$ cat src/rtl/carry_chain_pipe_adder.sv
// carry_chain_pipe_adder: pipelined WIDTH-bit adder, one 4-bit ripple slice per stage.
// Stage 0 reads the input ports directly. Each later stage is a register set that holds
// the partial sum, the inter-slice carry and the operand bits that are still unused.
// The last slice writes the output registers, so a result appears SLICES cycles after
// it is accepted.
//
// Optional feature: define CARRY_CHAIN_OVF_EN to add the out_ovf port (signed overflow).
//
// Stream handshake: a transfer happens on a rising edge where valid && ready.
// The whole pipe moves only when the output register is empty or is being drained
// (advance = !out_valid || out_ready), and in_ready equals advance. in_ready never
// depends on in_valid. While advance is low every register holds its value.

module carry_chain_4bit (
  input  logic [3:0] a_i,
  input  logic [3:0] b_i,
  input  logic       c_i,
  output logic [3:0] s_o,
  output logic       c_o
);
  logic [4:0] c;

  // Plain 4-bit ripple: generate and propagate terms per bit.
  always_comb begin
    c    = '0;
    s_o  = '0;
    c[0] = c_i;
    for (int i = 0; i < 4; i++) begin
      s_o[i]   = a_i[i] ^ b_i[i] ^ c[i];
      c[i + 1] = (a_i[i] & b_i[i]) | (c[i] & (a_i[i] ^ b_i[i]));
    end
    c_o = c[4];
  end
endmodule

module carry_chain_pipe_adder #(
  parameter int WIDTH = 16
) (
  input  logic             clk,
  input  logic             rst,
  input  logic             in_valid,
  output logic             in_ready,
  input  logic [WIDTH-1:0] in_a,
  input  logic [WIDTH-1:0] in_b,
  input  logic             in_cin,
  output logic             out_valid,
  input  logic             out_ready,
  output logic [WIDTH-1:0] out_sum,
`ifdef CARRY_CHAIN_OVF_EN
  output logic             out_ovf,
`endif
  output logic             out_cout
);
  localparam int SLICES = WIDTH / 4;
  // Number of inter-stage register sets (kept at least 1 so the arrays stay legal).
  localparam int MID    = (SLICES > 1) ? SLICES - 1 : 1;

  if ((WIDTH < 4) || ((WIDTH % 4) != 0)) begin : g_bad_width
    $error("carry_chain_pipe_adder: WIDTH must be a multiple of 4 and >= 4");
  end

  logic advance;

  // Inputs seen by each slice: ports for slice 0, stage registers after that.
  // Operand views are right-aligned: the slice always consumes bits [3:0].
  // The sum view fills from the top; after SLICES shifts the first nibble is at bit 0.
  logic             v_in [SLICES];
  logic             c_in [SLICES];
  logic [WIDTH-1:0] a_in [SLICES];
  logic [WIDTH-1:0] b_in [SLICES];
  logic [WIDTH-1:0] s_in [SLICES];

  // Slice results.
  logic [3:0]       nib  [SLICES];
  logic             co   [SLICES];

  // Next-state values produced behind each slice.
  logic             v_d  [SLICES];
  logic             c_d  [SLICES];
  logic [WIDTH-1:0] s_d  [SLICES];
  logic [WIDTH-1:0] a_d  [SLICES];
  logic [WIDTH-1:0] b_d  [SLICES];

  // Inter-stage registers; element k holds the result of slice k.
  logic             p_v_q [MID];
  logic             p_c_q [MID];
  logic [WIDTH-1:0] p_s_q [MID];
  logic [WIDTH-1:0] p_a_q [MID];
  logic [WIDTH-1:0] p_b_q [MID];

  // Output registers.
  logic             out_valid_q;
  logic [WIDTH-1:0] out_sum_q;
  logic             out_cout_q;

  assign advance  = !out_valid_q || out_ready;
  assign in_ready = advance;

  for (genvar k = 0; k < SLICES; k++) begin : g_slice
    if (k == 0) begin : g_first
      assign v_in[k] = in_valid;
      assign c_in[k] = in_cin;
      assign a_in[k] = in_a;
      assign b_in[k] = in_b;
      assign s_in[k] = '0;
    end else begin : g_later
      assign v_in[k] = p_v_q[k-1];
      assign c_in[k] = p_c_q[k-1];
      assign a_in[k] = p_a_q[k-1];
      assign b_in[k] = p_b_q[k-1];
      assign s_in[k] = p_s_q[k-1];
    end

    carry_chain_4bit u_slice (
      .a_i (a_in[k][3:0]),
      .b_i (b_in[k][3:0]),
      .c_i (c_in[k]),
      .s_o (nib[k]),
      .c_o (co[k])
    );
  end

  // Next stage state: valid and carry forward, new nibble enters the sum at the top,
  // consumed operand nibbles are shifted out.
  always_comb begin
    for (int k = 0; k < SLICES; k++) begin
      v_d[k] = v_in[k];
      c_d[k] = co[k];
      s_d[k] = (s_in[k] >> 4) | (WIDTH'(nib[k]) << (WIDTH - 4));
      a_d[k] = a_in[k] >> 4;
      b_d[k] = b_in[k] >> 4;
    end
  end

  // Inter-stage registers: cleared on reset, frozen while the output is stalled.
  always_ff @(posedge clk or posedge rst) begin
    if (rst) begin
      for (int k = 0; k < MID; k++) begin
        p_v_q[k] <= 1'b0;
        p_c_q[k] <= 1'b0;
        p_s_q[k] <= '0;
        p_a_q[k] <= '0;
        p_b_q[k] <= '0;
      end
    end else if (advance) begin
      for (int k = 0; k < SLICES - 1; k++) begin
        p_v_q[k] <= v_d[k];
        p_c_q[k] <= c_d[k];
        p_s_q[k] <= s_d[k];
        p_a_q[k] <= a_d[k];
        p_b_q[k] <= b_d[k];
      end
    end
  end

  // Output registers capture the last slice; a bubble clears out_valid.
  always_ff @(posedge clk or posedge rst) begin
    if (rst) begin
      out_valid_q <= 1'b0;
      out_sum_q   <= '0;
      out_cout_q  <= 1'b0;
    end else if (advance) begin
      out_valid_q <= v_d[SLICES-1];
      out_sum_q   <= s_d[SLICES-1];
      out_cout_q  <= c_d[SLICES-1];
    end
  end

  assign out_valid = out_valid_q;
  assign out_sum   = out_sum_q;
  assign out_cout  = out_cout_q;

`ifdef CARRY_CHAIN_OVF_EN
  // Signed overflow uses the operand MSBs still held by the last stage.
  logic ovf_d;
  logic ovf_q;

  // Overflow when both operands agree in sign and the sum sign differs.
  always_comb begin
    ovf_d = (a_in[SLICES-1][3] == b_in[SLICES-1][3]) &&
            (nib[SLICES-1][3] != a_in[SLICES-1][3]);
  end

  // Overflow flag moves with the output registers.
  always_ff @(posedge clk or posedge rst) begin
    if (rst) begin
      ovf_q <= 1'b0;
    end else if (advance) begin
      ovf_q <= ovf_d;
    end
  end

  assign out_ovf = ovf_q;
`endif

endmodule

$ cat config.mk
export PLATFORM = sky130hd
export DESIGN_NAME = carry_chain_pipe_adder
export DESIGN_NICKNAME = d
export VERILOG_FILES = /design/src/rtl/carry_chain_pipe_adder.sv
export SDC_FILE = /design/constraint.sdc
export NUM_CORES = 1
export LEC_CHECK = 0
export ABC_AREA = 0
export CORE_MARGIN = 8
export CORE_UTILIZATION = 34
export CTS_BUF_LIST = sky130_fd_sc_hd__clkbuf_16
export DETAILED_ROUTE_END_ITERATION = 16
export MAX_ROUTING_LAYER = met4
export SETUP_SLACK_MARGIN = 0.3
export SLEW_MARGIN = 20
export SYNTH_ARGS = -nofsm -noshare
export SYNTH_HDL_FRONTEND = slang
export SYNTH_SLANG_ARGS = --single-unit
export TNS_END_PERCENT = 20
$ cat constraint.sdc
create_clock -name clk -period 7.8 [get_ports clk]
set_input_delay 0.78 -clock clk [delete_from_list [all_inputs] [get_ports clk]]
set_output_delay 0.78 -clock clk [all_outputs]
set_load 0.01 [all_outputs]
==> results.tsv, run 1 <==
stage	metric	value	unit
run_status	status	finished, final reports clean	
sta	fmax	291	MHz
place	place_area	0.00478	mm²
sta	setup_viol	0	
sta	setup_tns	0	ns
sta	post-route-period-util	44.0	%
synthesis	synth-compound-area-share	2.28	%
power	power_frac_comb	32.8	%
drt	wl	7040	µm
floorplan	start_util	34.6	%
power	switching_share	27.9	%
sta	clock_skew	0.00347	ns
synthesis	yosysSeqAreaShare	58.3	%
critical_path	end_kind	primary output	
finish	final_cell_mix	96 x dfrtp_1, 68 x mux2_2, 55 x clkdlybuf4s50_1, 28 x inv_1, 16 x fa_1	
power	power_density	395	mW/mm²
synthesis	synth.top_cells.by_area	dfrtp_1 58%, mux2_2 19%, fa_1 7.8%, mux2_4 5.5%, inv_1 2.6%	
global_routing	grt_usage	9.93	%
synthesis	synth_mux_area_share	24.1	%
synthesis	synthXorXnorAreaFrac	0	%
critical_path	cp-start-kind	input port	
synthesis	yosys.area_share.adder	7.77	%
clock_tree	cts_max_level	3	
clock_tree	cts_buffers	9	
floorplan	rows	40	
synthesis	synth_seq_cells	96	
floorplan	core-area	0.0119	mm²
sta	rsz0062_at_grt	false	
finish	fin_cells	469	
synthesis	syn_nets	316	
finish	antenna_cells	0	
critical_path	worstPathMaxFanout	28	
synthesis	ys_warn_count	0	
drt	viasPerCell	4.51	
drt	ant_nets	0	
drt	wl_per_cell	15.0	µm
clock_tree	cts_sinks	96	
sta	whs	0.494	ns
synthesis	synth_cell_types	13	
critical_path	worstRegToRegCells	3	
sta	finalCriticalPeriod	3.43	ns
synthesis	synthCells	263	
power	pwr-share-seq	41.5	%
global_routing	antenna_found_initial	0	
power	p_sw	0.567	mW
finish	nNetsFinal	371	
sta	timing.slew.headroom	34.3	%
drt	drc	0	
power	pwr-share-clk	25.6	%
min_path	min_path_cells	1	
critical_path	cp.arrival	2.65	ns
global_routing	grt_pass1_vias	2298	
floorplan	ios	56	
clock_tree	clk_path_buf_depth	2	
power	leakage	2.23	nW
power	vdd_drop_max	0.112	mV
power	p_int	1.46	mW
synthesis	synth_area	0.00412	mm²
clock_tree	cts_setup_buffers	0	
global_routing	grt_first_pass_wirelength	12200	µm
place	place_hpwl	5040	µm
global_routing	grt_max_degree	71	
place	port_buffers	55	
finish	final_common_cell	dfrtp_1	
clock_tree	insertion_delay	0.34	ns
floorplan	die_height	126	µm
clock_tree	hold_buffers	0	
finish	drive_gt1_share	34.5	%
clock_tree	cts-root-buf	clkbuf_16	
finish	area_growth_syn_to_layout	24.7	%
drt	vias	2114	
min_path	hp-class	flip-flop to flip-flop	
floorplan	die_area	0.0159	mm²
finish	fin_area	0.00514	mm²
sta	finalHoldViolations	0	
synthesis	synth_top_family_by_area	multiplexers	
floorplan	die-width	126	µm
synthesis	yosysTopAreaCell	dfrtp_1	
run	maxCapViolations	0	
synthesis	synth-simple-area-share	2.67	%
critical_path	cp.required	7.02	ns
drt	drt_iter0_markers	49	
place	dp_cells	454	
global_routing	grt-ovfl-total	0	
clock_tree	clk_pin_slew	0.06	ns
critical_path	path_class	input port to primary output	
drt	first_pass_iters	4	
finish	fillers	1080	
sta	slew_violations	0	
synthesis	synth_top_area_share	58.3	%
sta	tightest_slew	0.985	ns
place	gp_congestion	0.709	
clock_tree	cts_resized	0	
synthesis	syn_area_per_cell	15.7	µm²
clock_tree	cts_tree	done	
## per-layer routing
layer / vias up / part of all wire [%] / wire length [µm] / track usage, %
met5: - / 0 / 0 / -
met4: 0 / 1.7 / 123 / 4.67
li1: 993 / - / - / -
met1: 1073 / 48 / 3370 / 12.7
met2: 38 / 46 / 3270 / 14.3
met3: 10 / 3.9 / 274 / 2.74
## Yosys cell counts (all sizes together)
| cell | n |
|---|---|
| a21oi | 12 |
| fa | 16 |
| inv | 29 |
| mux2 | 83 |
| clkbuf | 2 |
| buf | 11 |
| nor3b | 12 |
| dfrtp | 96 |
| nand2b | 2 |
## path summary, 6_finish.rpt
kind                                        from                    end  slack, ns
min                         p_v_q[0]$_DFFE_PP0P_  out_valid$_DFFE_PP0P_       0.49
min reg2reg                 p_v_q[0]$_DFFE_PP0P_  out_valid$_DFFE_PP0P_       0.49
max reg2reg                out_valid$_DFFE_PP0P_  p_s_q[14]$_DFFE_PP0P_       5.44
max in group asynchronous                    rst    a_d[37]$_DFFE_PP0P_       5.89
max                                    out_ready               in_ready       4.37
min in group asynchronous                    rst  p_s_q[44]$_DFFE_PP0P_       0.85
## kinds of logic (layout without fill, tap and decap cells)
group                    Yosys count  after routing
AND/OR/NAND/NOR                   14             14
multiplexers                      83             83
flip-flops                        96             96
AO/OA/AOI/OAI                     12             12
buffers and inverters             42            101
adder cells (fa/ha/maj)           16             16
## sequential cells by signal (all words and copies together) (netlist names)
| name | count |
|---|---|
| out_cout | 1 |
| b_d | 12 |
| a_in | 12 |
| out_valid | 1 |
| b_in | 12 |
| a_d | 12 |
| c_in | 3 |
| p_s_q | 24 |
| p_v_q | 3 |
| out_sum | 16 |
## worst max-delay path, stage by stage
cell and delay (ns):
clkdlybuf4s50_1 0.78, nand2b_4 0.47, clkdlybuf4s50_1 0.62
## power by group through the flow
| stage | Clock, mW | Combinational (mW) | Sequential [mW] |
|---|---|---|---|
| after floorplan | 0 | 0.470 | 0.834 |
| after global placement | 0 | 0.668 | 0.849 |
| after detailed placement | 0 | 0.687 | 0.857 |
| after CTS | 0.536 | 0.689 | 0.849 |
| after global routing | 0.553 | 0.744 | 0.881 |
| final | 0.520 | 0.667 | 0.843 |
## layout make-up
type / instances / area, µm² / area share, %
Sequential cell: 96 / 2400 / 46.8
Multi-Input combinational cell: 125 / 1520 / 29.5
Timing Repair Buffer: 57 / 566 / 11.0
Clock buffer: 9 / 225 / 4.38
Tap cell: 147 / 184 / 3.58
Clock inverter: 6 / 133 / 2.58
Inverter: 29 / 111 / 2.17
## per-stage QoR
step           power [mW]  util (%)  worst slack [ns]
3_5_place_dp         1.54      40.1              4.32
6_report             2.03      43.1              4.37
2_1_floorplan        1.30         -              4.51
4_1_cts              2.07      43.1              4.34
5_1_grt              2.18      43.1              4.25
3_3_place_gp         1.52      40.1              4.33
Power figures use the tool's default switching activity.
==> run 2: changes to the inputs <==
==> constraint.sdc (replaced) <==
create_clock -name clk -period 3.2 [get_ports clk]
set_input_delay 0.32 -clock clk [delete_from_list [all_inputs] [get_ports clk]]
set_output_delay 0.32 -clock clk [all_outputs]
set_load 0.01 [all_outputs]
==> run 2 against run 1 <==
Against the previous run:
- global-route usage is 0.23 points lower
- combinational power is 140% higher
- non-clock buffer count is 2 higher
- first-iteration DRC count is 120% higher
- clock skew is 0.0050 ns higher
- final area is 0.56% lower
- sequential cell count stayed put
- critical endpoint is now out_sum[15]$_DFFE_PP0P_
- highest routed layer unchanged
==> results.tsv, run 2 (synthesized netlist as in run 1, its figures left out) <==
stage	metric	value	unit	change
sta	clock_skew	0.00848	ns	+0.00501 ns
drt	wl_per_cell	14.8	µm	-1.5%
finish	drive_gt1_share	34.5	%	about the same
global_routing	grt_usage	9.71	%	-0.23 points
drt	wl_met1	3320	µm	-1.3%
finish	final_common_cell	dfrtp_1		
place	place_area	0.00482	mm²	+0.84%
power	leakage	2.22	nW	-0.37%
finish	final_cell_mix	96 x dfrtp_1, 68 x mux2_2, 55 x clkdlybuf4s50_1, 29 x inv_1, 16 x fa_1		
drt	ant_nets	0		unchanged
clock_tree	hold_buffers	0		unchanged
finish	area_growth_syn_to_layout	24.0	%	
sta	slew_violations	0		unchanged
place	gp_congestion	0.717		+1.2%
finish	ff_latch_area	0.00240	mm²	unchanged
floorplan	core-area	0.0119	mm²	unchanged
clock_tree	cts_resized	0		unchanged
floorplan	die-width	126	µm	unchanged
finish	antenna_cells	0		unchanged
floorplan	die_height	126	µm	unchanged
clock_tree	cts_sinks	96		unchanged
critical_path	worstPathMaxFanout	2		-93%
finish	utilization	42.9	%	-0.24 points
finish	regMostFlops	p_s_q		
critical_path	crit_top_cell	fa_1		
place	pre_cts_ws	0.683	ns	-3.63 ns
sta	tightest_slew	0.642	ns	-0.343 ns
critical_path	end_kind	flip-flop		
finish	multi_input_area	0.00152	mm²	unchanged
min_path	hp-class	input port to asynchronous set/reset pin		
clock_tree	insertion_delay	0.33	ns	about the same
critical_path	cp.required	3.46	ns	-3.56 ns
finish	nNetsFinal	373		+0.54%
critical_path	slowest_stage	fa_1		
critical_path	path_class	flip-flop to flip-flop		
run	maxCapViolations	0		unchanged
floorplan	ios	56		unchanged
critical_path	r2r-end	out_sum[15]$_DFFE_PP0P_		
clock_tree	clk_path_buf_depth	2		unchanged
sta	setup_viol	0		unchanged
drt	drt_iter0_markers	107		+120%
global_routing	grt_max_degree	61		-14%
critical_path	cpPeakStageDelay	0.44	ns	-0.34 ns
finish	fin_cells	472		+0.64%
clock_tree	cts_max_level	3		unchanged
sta	whs	0.426	ns	-0.0676 ns
finish	largest_reg_flops	24		unchanged
floorplan	die_area	0.0159	mm²	unchanged
critical_path	cp-start-kind	flip-flop		
drt	wl	6980	µm	-0.90%
drt	vias	2163		+2.3%
drt	dr_wl_met2	3280	µm	+0.24%
sta	setup_tns	0	ns	unchanged
clock_tree	cts_buffers	9		unchanged
run_status	status	finished, final reports clean		
critical_path	regToRegStartpoint	a_in[0]$_DFFE_PP0P_		
drt	viasPerCell	4.58		+1.7%
sta	post-route-period-util	69.5	%	
sta	finalCriticalPeriod	2.23	ns	
drt	highest-signal-layer	met4		
global_routing	antenna_found_initial	0		unchanged
finish	fin_area	0.00511	mm²	-0.56%
finish	fillers	1135		+5.1%
place	port_buffers	55		unchanged
clock_tree	cts-root-buf	clkbuf_16		
place	place_hpwl	4880	µm	-3.1%
clock_tree	cts_setup_buffers	0		unchanged
critical_path	worstPathCellList	fa_1 > inv_1 > fa_1 > inv_1 > fa_1 > inv_1 > fa_1 > a21oi_2		
critical_path	worstRegToRegCells	8		+5
global_routing	grt-ovfl-total	0		unchanged
sta	rsz0062_at_grt	false		
clock_tree	clk_pin_slew	0.07	ns	about the same
sta	timing.slew.headroom	57.2	%	+23 points
place	dp_cells	456		+0.44%
drt	wl_met3	260	µm	-5.1%
sta	finalHoldViolations	0		unchanged
power	power_density	925	mW/mm²	+130%
floorplan	start_util	34.6	%	unchanged
sta	layout_setup_ws	0.975	ns	-3.39 ns
critical_path	worst-r2r-setup-slack	0.97	ns	-4.47 ns
global_routing	grt_pass1_vias	2407		+4.7%
global_routing	grt_first_pass_wirelength	12000	µm	-1.1%
power	vdd_drop_max	0.328	mV	+190%
floorplan	rows	40		unchanged
critical_path	cp.arrival	2.49	ns	-0.16 ns
drt	first_pass_iters	4		unchanged
drt	drc	0		unchanged
power	finalPower	4.73	mW	+130%
sta	fmax	449	MHz	
clock_tree	cts_tree	done		
critical_path	startpoint	a_in[0]$_DFFE_PP0P_		
-- run 2: changes by cell type in the layout (fill, tap and decap cells not counted) --
cell       previous run  this run
clkinv_2              1         2
clkinv_1              0         1
inv_1                28        29
bufinv_16             4         1
buf_12                0         2
clkinv_4              0         1
-- run 2: area by class of cell --
class | count | share of cell area (%)
Clock buffer | 9 | 4.41
Inverter | 29 | 2.18
Tap cell | 147 | 3.60
Multi-Input combinational cell | 125 | 29.7
Clock inverter | 7 | 1.25
Sequential cell | 96 | 47.0
Timing Repair Buffer | 59 | 11.9
-- run 2: how the worst max path moves through the flow --
stage                                    endpoint  slack, ns  depth (start not counted)
after global routing        p_s_q[31]$_DFFE_PP0P_       0.88                          8
after global placement      p_s_q[47]$_DFFE_PP0P_       0.72                          9
final                     out_sum[15]$_DFFE_PP0P_       0.97                          8
after floorplan               a_d[16]$_DFFE_PP0P_       0.37                          1
after CTS                 out_sum[15]$_DFFE_PP0P_       0.97                          8
after detailed placement    p_s_q[47]$_DFFE_PP0P_       0.68                          9
-- run 2: power by group --
part	switching (mW)	internal [mW]	total (mW)	leakage, nW
clock	0.444	0.599	1.04	0.144
sequential	0.308	1.74	2.05	1.11
combinational	0.632	0.998	1.63	0.967
-- run 2: metal layers --
| metal | vias to the layer above | track usage, % |
|---|---|---|
| met5 | - | - |
| met4 | 0 | 4.03 |
| met3 | 10 | 2.62 |
| met2 | 38 | 15.0 |
| met1 | 1131 | 11.9 |
| li1 | 984 | - |
-- run 2: worst max-delay path: cells and delay by family, from the launching register on --
family / cells / cell delay (ns)
AO/OA/AOI/OAI: 1 / 0.12
adder cells (fa/ha/maj): 4 / 1.39
buffers and inverters: 3 / 0.25
flip-flops: 1 / 0.40
==> run 3: changes to the inputs <==
==> constraint.sdc (replaced) <==
create_clock -name clk -period 1.96 [get_ports clk]
set_input_delay 0.196 -clock clk [delete_from_list [all_inputs] [get_ports clk]]
set_output_delay 0.196 -clock clk [all_outputs]
set_load 0.01 [all_outputs]
==> run 3 against run 2 <==
Against the previous run:
- the run now ends with setup timing left
- via count decreased by 1.2%
- first-iteration DRC count is 6.5% lower
- sequential power up 62%
- combinational power is 78% higher
- sequential cell count stayed put
- total power is 64% higher
- critical path depth is the same
- non-clock buffer count is 5 higher
- clock power grew 47%
- critical endpoint unchanged
- largest power group unchanged
==> results.tsv, run 3 (synthesized netlist as in run 1, its figures left out) <==
stage	metric	value	unit	change
clock_tree	insertion_delay	0.34	ns	about the same
sta	post-route-period-util	107	%	+38 points
drt	wl_per_cell	14.8	µm	about the same
sta	layout_setup_ws	-0.142	ns	-1.12 ns
place	port_buffers	55		unchanged
sta	fmax	476	MHz	+5.8%
finish	nNetsFinal	378		+1.3%
global_routing	grt_max_degree	97		+59%
global_routing	grt_first_pass_wirelength	12000	µm	unchanged
power	p_sw	2.29	mW	+65%
floorplan	start_util	34.6	%	unchanged
place	place_hpwl	4870	µm	-0.31%
sta	slew_violations	0		unchanged
sta	setup_viol	3		+3
drt	drc	0		unchanged
sta	whs	0.323	ns	-0.103 ns
critical_path	cp.required	2.23	ns	-1.23 ns
finish	regMostFlops	p_s_q		
sta	tightest_slew	0.512	ns	-0.129 ns
critical_path	slowest_stage	fa_1		
clock_tree	clk_pin_slew	0.06	ns	about the same
finish	area_growth_syn_to_layout	25.6	%	
sta	clock_skew	0.00390	ns	-0.00458 ns
critical_path	end_kind	flip-flop		
global_routing	grt-ovfl-total	0		unchanged
clock_tree	cts_buffers	9		unchanged
sta	rsz0062_at_grt	true		
global_routing	antenna_found_initial	0		unchanged
clock_tree	cts_sinks	96		unchanged
clock_tree	clk_path_buf_depth	2		unchanged
floorplan	die_area	0.0159	mm²	unchanged
power	pwr-share-clk	19.8	%	-2.3 points
global_routing	grt_pass1_vias	2397		-0.42%
run	maxCapViolations	0		unchanged
finish	final_cell_mix	96 x dfrtp_1, 65 x mux2_2, 50 x clkdlybuf4s50_1, 18 x mux2_4, 17 x inv_1		
critical_path	path_class	flip-flop to flip-flop		
critical_path	cpPeakStageDelay	0.42	ns	-0.02 ns
power	leakage	2.24	nW	+0.96%
drt	drt_iter0_markers	100		-6.5%
sta	finalCriticalPeriod	2.10	ns	-0.123 ns
finish	drive_gt1_share	42.1	%	+7.7 points
power	finalPower	7.75	mW	+64%
critical_path	worstPathMaxFanout	2		unchanged
min_path	hp-class	input port to flip-flop		
run_status	violations	setup timing		
power	p_int	5.46	mW	+63%
power	power_frac_comb	37.4	%	+2.9 points
power	switching_share	29.5	%	+0.24 points
clock_tree	cts-root-buf	clkbuf_16		
power	power_density	1500	mW/mm²	+62%
floorplan	rows	40		unchanged
clock_tree	cts_tree	done		
global_routing	grt_usage	9.85	%	+0.14 points
sta	finalHoldViolations	0		unchanged
place	gp_congestion	0.700		-2.4%
finish	fin_cells	477		+1.1%
drt	vias	2138		-1.2%
finish	final_common_cell	dfrtp_1		
critical_path	cp.arrival	2.37	ns	-0.12 ns
sta	timing.slew.headroom	65.8	%	+8.6 points
finish	utilization	43.5	%	+0.58 points
drt	wl	7050	µm	+1.0%
floorplan	core-area	0.0119	mm²	unchanged
critical_path	crit_family	adder cells		
place	dp_cells	460		+0.88%
finish	largest_reg_flops	24		unchanged
power	pwr-share-seq	42.8	%	-0.6 points
drt	viasPerCell	4.48		-2.2%
floorplan	die_height	126	µm	unchanged
place	place_area	0.00487	mm²	+1.2%
critical_path	crit_buf_inv	3		unchanged
finish	antenna_cells	0		unchanged
drt	ant_nets	0		unchanged
drt	first_pass_iters	3		-1
clock_tree	cts_max_level	3		unchanged
floorplan	die-width	126	µm	unchanged
run_status	status	complete, but fails checks		
critical_path	worstPathCellList	fa_2 > inv_2 > fa_2 > inv_2 > fa_2 > inv_2 > fa_1 > a21oi_2		
floorplan	ios	56		unchanged
finish	fin_area	0.00518	mm²	+1.3%
power	vdd_drop_max	0.538	mV	+64%
place	pre_cts_ws	-0.446	ns	-1.13 ns
critical_path	cp-start-kind	flip-flop		
sta	setup_tns	-0.323	ns	-0.323 ns
==> run 3: cell types whose count changed in the layout (fill, tap and decap cells not counted), moves of 4 or more <==
| cell | delta |
|---|---|
| fa_1 | -12 |
| fa_2 | +12 |
| inv_1 | -12 |
| inv_2 | +12 |
| clkdlybuf4s50_1 | -5 |
| dlygate4sd2_1 | +4 |
==> run 3: worst paths after layout <==
kind	startpoint	endpoint	slack (ns)	cells after the start
min	in_cin	p_s_q[44]$_DFFE_PP0P_	0.32	3
max	a_in[0]$_DFFE_PP0P_	out_sum[15]$_DFFE_PP0P_	-0.14	8
max reg2reg	a_in[0]$_DFFE_PP0P_	out_sum[15]$_DFFE_PP0P_	-0.14	8
min in group asynchronous	rst	out_sum[8]$_DFFE_PP0P_	0.35	3
max in group asynchronous	rst	p_s_q[28]$_DFFE_PP0P_	1.23	3
min reg2reg	p_v_q[0]$_DFFE_PP0P_	out_valid$_DFFE_PP0P_	0.49	1
==> run 3: routing by layer <==
| layer | vias to the layer above | global-route usage (%) | part of all wire [%] |
|---|---|---|---|
| met4 | 0 | 4.67 | 1.6 |
| met5 | - | - | 0 |
| li1 | 998 | - | - |
| met2 | 39 | 14.9 | 47 |
| met1 | 1094 | 11.7 | 47 |
| met3 | 7 | 3.12 | 4.6 |
==> run 3: area by class of cell <==
cell class	count	area, µm²
timing repair buffer	64	666
sequential	96	2400
multi-input combinational	125	1560
fill	1098	6740
clock buffer	9	225
clock inverter	7	30.0
inverter	29	113
tap	147	184
==> run 3: timing repair <==
item	in CTS	in global routing
pin swaps	6	5
hold buffers	0	0
gates resized for setup	28	4
setup endpoints to repair	14	12
buffers inserted	0	1
==> run 3: worst reg2reg max path, cell delays in order (launching register included) <==
cell and delay (ns):
dfrtp_1 0.40, fa_2 0.39, inv_2 0.06, fa_2 0.18, inv_2 0.04, fa_2 0.33
inv_2 0.08, fa_1 0.42, a21oi_2 0.13
==> run 3: power groups by stage <==
| stage | clock network (mW) | registers, mW | logic [mW] |
|---|---|---|---|
| after global routing | 1.68 | 3.44 | 3.23 |
| after global placement | 0 | 3.33 | 2.77 |
| final | 1.53 | 3.32 | 2.90 |
| after CTS | 1.60 | 3.34 | 2.97 |
| after detailed placement | 0 | 3.37 | 2.84 |
| after floorplan | 0 | 3.32 | 1.87 |
